--- src/rtl/pc_sequencer.sv ---
// Program-counter sequencer: sequential / branch / jump redirects, a zero-overhead
// hardware loop, and a valid/ready fetch request carrying the registered PC.
module pc_sequencer #(
  parameter int unsigned     XLEN       = 32,
  parameter int unsigned     INC        = 4,
  parameter logic [XLEN-1:0] RESET_PC   = '0,
  parameter int unsigned     LOOP_CNT_W = 16
) (
  input  logic                  clk,
  input  logic                  rst_n,
  input  logic                  stall_i,
  input  logic                  branch_i,
  input  logic [XLEN-1:0]       branch_off_i,
  input  logic                  jump_i,
  input  logic [XLEN-1:0]       jump_tgt_i,
  input  logic                  loop_set_i,
  input  logic [XLEN-1:0]       loop_start_i,
  input  logic [XLEN-1:0]       loop_end_i,
  input  logic [LOOP_CNT_W-1:0] loop_cnt_i,
  input  logic                  fetch_ready_i,
  output logic                  fetch_valid_o,
  output logic [XLEN-1:0]       pc_o,
  output logic [XLEN-1:0]       pc_next_o,
  output logic                  loop_active_o,
  output logic [LOOP_CNT_W-1:0] loop_cnt_o,
  output logic                  misalign_o
);

  localparam logic [XLEN-1:0]       INC_V      = XLEN'(INC);
  localparam logic [XLEN-1:0]       ALIGN_MASK = XLEN'(INC - 1);
  localparam logic [LOOP_CNT_W-1:0] CNT_ONE    = LOOP_CNT_W'(1);

  typedef enum logic [1:0] {
    S_BOOT,
    S_RUN,
    S_BUBBLE
  } state_e;

  state_e                state_q, state_d;
  logic [XLEN-1:0]       pc_q, pc_d;
  logic                  valid_q, valid_d;
  logic                  misalign_q, misalign_d;
  logic                  loop_active_q, loop_active_d;
  logic [LOOP_CNT_W-1:0] loop_cnt_q, loop_cnt_d;
  logic [XLEN-1:0]       loop_start_q, loop_start_d;
  logic [XLEN-1:0]       loop_end_q, loop_end_d;

  logic                  adv;
  logic                  redirect;
  logic [XLEN-1:0]       redir_raw;
  logic [XLEN-1:0]       redir_tgt;
  logic                  loop_hit;
  logic                  loop_back;
  logic                  arm;

  always_comb begin
    adv       = (state_q == S_RUN) && fetch_ready_i && !stall_i;
    redirect  = jump_i || branch_i;
    redir_raw = jump_i ? jump_tgt_i : (pc_q + branch_off_i);
    redir_tgt = redir_raw & ~ALIGN_MASK;
    loop_hit  = adv && loop_active_q && (pc_q == loop_end_q);
    loop_back = loop_hit && (loop_cnt_q > CNT_ONE);
    arm       = loop_set_i && (loop_cnt_i != '0);

    pc_d = pc_q;
    if (redirect) begin
      pc_d = redir_tgt;
    end else if (loop_back) begin
      pc_d = loop_start_q;
    end else if (adv) begin
      pc_d = pc_q + INC_V;
    end

    state_d    = redirect ? S_BUBBLE : S_RUN;
    valid_d    = (state_d == S_RUN);
    misalign_d = redirect && ((redir_raw & ALIGN_MASK) != '0);

    // Arming takes the new loop, but this cycle's loop-back above still uses the old start.
    loop_active_d = loop_active_q;
    loop_cnt_d    = loop_cnt_q;
    loop_start_d  = loop_start_q;
    loop_end_d    = loop_end_q;
    if (arm) begin
      loop_active_d = 1'b1;
      loop_cnt_d    = loop_cnt_i;
      loop_start_d  = loop_start_i;
      loop_end_d    = loop_end_i;
    end else if (loop_hit && !redirect) begin
      if (loop_back) begin
        loop_cnt_d = loop_cnt_q - CNT_ONE;
      end else begin
        loop_cnt_d    = '0;
        loop_active_d = 1'b0;
      end
    end
  end

  always_ff @(posedge clk or negedge rst_n) begin
    if (!rst_n) begin
      state_q       <= S_BOOT;
      pc_q          <= RESET_PC;
      valid_q       <= 1'b0;
      misalign_q    <= 1'b0;
      loop_active_q <= 1'b0;
      loop_cnt_q    <= '0;
      loop_start_q  <= '0;
      loop_end_q    <= '0;
    end else begin
      state_q       <= state_d;
      pc_q          <= pc_d;
      valid_q       <= valid_d;
      misalign_q    <= misalign_d;
      loop_active_q <= loop_active_d;
      loop_cnt_q    <= loop_cnt_d;
      loop_start_q  <= loop_start_d;
      loop_end_q    <= loop_end_d;
    end
  end

  assign fetch_valid_o = valid_q;
  assign pc_o          = pc_q;
  assign pc_next_o     = pc_d;
  assign loop_active_o = loop_active_q;
  assign loop_cnt_o    = loop_cnt_q;
  assign misalign_o    = misalign_q;

endmodule

--- config.mk ---
export PLATFORM = sky130hd
export DESIGN_NAME = pc_sequencer
export DESIGN_NICKNAME = d
export VERILOG_FILES = /design/src/rtl/pc_sequencer.sv
export SDC_FILE = /design/constraint.sdc
export NUM_CORES = 1
export LEC_CHECK = 0
export CAP_MARGIN = 5
export CORE_UTILIZATION = 44
export DETAILED_ROUTE_END_ITERATION = 6
export MAX_ROUTING_LAYER = met4
export PLACE_DENSITY = 0.77
export RECOVER_POWER = 25
export SLEW_MARGIN = 0
export SYNTH_ARGS = -nofsm -noshare
export SYNTH_HDL_FRONTEND = slang
export SYNTH_SLANG_ARGS = --single-unit
--- constraint.sdc ---
create_clock -name clk -period 4.7 [get_ports clk]
set_input_delay 0.94 -clock clk [delete_from_list [all_inputs] [get_ports clk]]
set_output_delay 0.94 -clock clk [all_outputs]
set_load 0.05 [all_outputs]
==> After elaboration in Yosys (flattened, before gate mapping) <==
Index checks and enable logic that the tools add are counted.
{ "totals": {"ff_bits": 117, "in_bits": 151, "output_inout_bits": 83, "word_cells": 42} }
{ "classes": {"addsub": 3, "order_cmp": 1, "n_eq_ne": 4, "mux": 11, "n_reduce_logical": 15} }
{ "op_table": {"columns": ["op", "n"], "rows": [
  ["$mux 32", 4],
  ["$mux 16", 3],
  ["$add 32x3->32 const B", 1],
  ["$add 32x32->32", 1],
  ["$eq 32x32->1", 1],
  ["$reduce_bool 32->1", 1],
  ["$gt 16x1->1 const B", 1],
  ["$reduce_bool 16->1", 1],
  ["$sub 16x1->16 const B", 1],
  ["$logic_and 1x1->1", 8],
  ["$eq 2x1->1 const B", 2],
  ["$mux 1", 3],
  ["$logic_not 1->1", 2],
  ["$mux 2", 1],
  ["$ne 2x1->1 const B", 1],
  ["$reduce_and 2->1", 1],
  ["$reduce_bool 2->1", 1],
  ["$logic_or 1x1->1", 1]
]} }

==> Logic depth before layout (Yosys ltp) <==
{ "logic_depth": {"depth_word": 9, "depth_mapped": 12, "mapped_depth_nobuf": 10} }

==> Worst setup path before layout <==
Ideal clock, no wire load.
{ "synth_path": {"kind": "input port to output port", "from": "input stall_i", "to": "output pc_next_o[17]", "arrival_time_ns": 4.324, "required_ns": 3.760, "path_slack_ns": -0.564, "cell_stages": 11, "n_path_buf": 4, "cell_sequence": "and4bb_1 -> buf_4 -> nand2_1 -> or4_1 -> or4_1 -> or3_1 -> buf_6 -> buf_4 -> buf_2 -> a211o_1 -> a2bb2oi_1"} }
{ "synth_between": {"elab_chain_len": 7, "word_cells_on_any_way": 8, "cone_classes": "mux: 3; reduce/logical: 5"} }
{ "synth_rtl": {"columns": ["element", "line_no", "text"], "rows": [
  ["from (decl)", "11", "input logic stall_i,"],
  ["$logic_not 1->1 (*)", "57", "adv = (state_q == S_RUN) && fetch_ready_i && !stall_i;"],
  ["$logic_and 1x1->1 (*)", "57", null],
  ["$logic_and 1x1->1 (2 in series)", "61", "loop_hit = adv && loop_active_q && (pc_q == loop_end_q);"],
  ["$logic_and 1x1->1", "62", "loop_back = loop_hit && (loop_cnt_q > CNT_ONE);"],
  ["$mux 32 (*)", "68", "end else if (loop_back) begin"],
  ["$mux 32 (*)", "66", "if (redirect) begin"],
  ["to (decl)", "23", "output logic [XLEN-1:0] pc_next_o,"]
]} }
Every way passes the cells marked *; elsewhere a longest branch is shown, timed or not.

==> Worst setup path after layout <==
{ "layout_path": {"from": "input stall_i", "to": "output pc_next_o[24]"} }
The elaborated chain is that of the path after synthesis.

==> results.cfg <==
[timing]
finalCriticalPeriod_ns = 4.759
setup_violations = 4
rsz0062_at_grt = yes
max_slew.worst_pin.slew_ns = 1.884
slew_violations = 73
finalWorstSetupSlack_ns = -0.05852
relSlewSlack_pct = -25.58
finalHoldViolCount = 0
tns_ns = -0.07802
min_period_over_period_pct = 101.2
skew_ns = 0.008799
max_freq_mhz = 210.1
fin_hold_ws_ns = 0.5069

[setup_path]
worstPathArrival_ns = 3.82
critical-path-max-stage-delay_ns = 0.55
critPathMaxFanout = 6
cp-start-kind = input port
path_cells = buf_6 > and4bb_1 > nand2_1 > or4_4 > or4_4 > or3_4 > buf_12 > mux2i_1 > o21ai_1 > or3_4 > buf_8
crit_required_ns = 3.76
cp_slowest_cell = or4_4
crit_type = in -> out
endpoint_kind = output pin

[yosys]
synth-seq-area-share_pct = 37.16
synth_edf_count = 0
ys.flop_type = dfrtp_1
syn_nets = 1005
ys_types = 64
ys_async_sr_fraction_pct = 100.0
netlist_instances = 819
yosysWarnings = 0
ys_ff_latch = 116
netlist_area_mm2 = 0.007811
synth.avg_cell_area_um2 = 9.538

[global_routing]
overflow = 0
grt_first_pass_wirelength_um = 43620
antenna_found_initial = 0
grt_pass1_vias = 8122
grt_max_degree = 79
grtUsageTotal_pct = 32.34

[die]
ios = 234
die_h_um = 135.2
die_x_um = 135.2
start_util_pct = 45.16
dieArea_mm2 = 0.01829
coreArea_mm2 = 0.01730
num_rows = 48

[cells_and_area]
fin_util_pct = 69.64
final_cell_count_no_fill = 1352
drive_above_1_share_pct = 23.69
diodes = 0
layout_common_cells = 195 x clkdlybuf4s50_1, 116 x dfrtp_1, 74 x mux2_2, 74 x buf_4, 72 x nand2_1
area_growth_syn_to_layout_pct = 54.20
nFillCells = 1326
layout_commonest_cell = clkdlybuf4s50_1
nets = 1301
finalInstanceArea_mm2 = 0.01205

[place]
placed_cells = 1308
place_ws_ns = -0.4738
placement.io_buffers = 233
postPlaceCellArea_mm2 = 0.01113
gp_congestion = 0.9572
hpwl_um = 20660

[drt]
vias = 7948
wl_per_cell_um = 20.88
drc = 0
vias_per_cell = 5.879
first_pass_iters = 4
drtIter0Drc = 560
routed_wl_um = 28230
final_antenna_net_count = 0

[pwr]
pwr-share-clk_pct = 25.7
powerDensity_mw_per_mm2 = 398.3
p_seq_share_pct = 26.4
p_switching_mw = 1.888
switching_share_pct = 39.34
leakage_nw = 5.056
vdd_drop_max_mv = 0.3461
finalPower_mw = 4.797
internal_power_mw = 2.910
combPwrFrac_pct = 47.9

[clock_tree]
cts_hold_buf = 0
clkTransAtPathRegs_ns = 0.05
clock-sinks = 116
cts_made_buffers = 17
clk_latency_ns = 0.41
cts_buffer_depth = 2
cts_root_buffer = clkbuf_16
h-tree-depth = 4
cts_tree = yes

[flow_run]
maxCapViolCount = 1

[run_status]
status = finished with violations
violations = capacitance limit, slew limit, setup timing

[worst_hold_path]
hold_class = reg -> reg
final cells by class:
class                   instances  area (um^2)  share of cell area, %
clock buffers                  22        474.2                  3.937
clock inverters                 9        80.08                 0.6648
inverters                      15        56.30                 0.4674
multi-input cells             654         5000                  41.51
flip-flops and latches        116         2903                  24.10
well taps                     225        281.5                  2.337
repair buffers                311         3251                  26.99
final timing paths:
| check | startpoint | end | slack [ns] | cells after the start |
|---|---|---|---|---|
| worst max register to register | loop_end_q[19]$_DFFE_PN0P_ | loop_cnt_o[10]$_DFFE_PN0P_ | 0.97 | 10 |
| max in group asynchronous | rst_n | loop_active_o$_DFFE_PN0P_ | 1.58 | 2 |
| worst max-delay path | stall_i | pc_next_o[24] | -0.06 | 11 |
| worst min-delay path | loop_start_q[1]$_DFFE_PN0P_ | loop_start_q[1]$_DFFE_PN0P_ | 0.51 | 1 |
| min in group asynchronous | rst_n | loop_cnt_o[8]$_DFFE_PN0P_ | 1.06 | 1 |
| worst min register to register | loop_start_q[1]$_DFFE_PN0P_ | loop_start_q[1]$_DFFE_PN0P_ | 0.51 | 1 |
synthesized netlist by cell type (3+ instances only):
cell	instances	area [um^2]
o22ai_1	3	18.77
nand3b_1	3	22.52
and2_1	10	62.56
a221o_1	6	60.06
a31oi_1	8	50.05
a21oi_1	36	180.2
nor3_1	13	65.06
a211o_1	4	35.03
clkbuf_1	23	86.33
dfrtp_1	116	2903
o211ai_1	13	97.59
mux2_2	74	833.3
a21o_1	14	105.1
ha_1	34	425.4
or3_1	8	50.05
a2bb2oi_1	3	26.28
nand4_1	21	131.4
o21ai_0	53	265.3
mux2i_1	16	160.2
nand2_1	73	274.0
and4_1	5	43.79
o21bai_1	3	22.52
nor4_1	15	93.84
nand2b_1	9	56.30
xnor2_1	60	525.5
and3_1	12	75.07
o311ai_0	3	26.28
or4_1	5	37.54
nor2b_1	12	75.07
buf_1	5	18.77
o21a_1	6	45.04
a22oi_1	5	37.54
a2111oi_0	3	26.28
nor2_1	48	180.2
nand3_1	21	105.1
a211oi_1	12	90.09
xor2_1	17	148.9
inv_1	14	52.55
power by group through the flow:
stage | Clock (mW) | Combinational (mW) | Sequential, mW
4_1_cts | 1.25 | 2.22 | 1.26
3_5_place_dp | 0 | 2.14 | 1.28
2_1_floorplan | 0 | 1.01 | 1.49
3_3_place_gp | 0 | 2.12 | 1.28
5_1_grt | 1.30 | 2.43 | 1.28
6_report | 1.23 | 2.30 | 1.27
logic make-up (layout without fill, tap and decap cells):
| kind of cell | after synthesis | in the layout | share of synthesized area, % |
|---|---|---|---|
| buffers and inverters | 49 | 357 | 2.675 |
| and+or+nand+nor | 262 | 262 | 17.09 |
| adders and majority gates | 35 | 35 | 5.702 |
| muxes | 90 | 90 | 12.72 |
| DFF | 116 | 116 | 37.16 |
| xor gates and xnor gates | 77 | 77 | 8.634 |
| AOI/OAI and AO/OA | 190 | 190 | 16.02 |
critical path: cells and delay by family:
family                 cells  cell delay, ns
multiplexers               1            0.15
AND/OR/NAND/NOR            6            2.21
buffers and inverters      3            0.42
AO/OA/AOI/OAI              1            0.10
state kept, by name, summed over array words and instances, names as in the netlist:
signal         flops
loop_active_o      1
loop_cnt_o        16
loop_end_q        32
loop_start_q      32
misalign_o         1
pc_o              32
state_q            2
routing by layer:
metal | wire (um) | vias up | global-route usage [%] | share of wire [%]
li1 | - | 3634 | - | -
met1 | 11810 | 3836 | 39.57 | 42
met2 | 13420 | 405 | 51.00 | 48
met3 | 2194 | 73 | 7.669 | 7.8
met4 | 810 | 0 | 13.67 | 2.9
met5 | 0 | - | - | 0
timing repair:
| action | 4_1_cts | 5_1_grt |
|---|---|---|
| gates cloned | 1 | 0 |
| pin swaps | 30 | 20 |
| buffers inserted | 6 | 6 |
| resized for setup | 43 | 31 |
| endpoints found under the setup margin | 32 | 31 |
(Power assumes the default switching activity.)
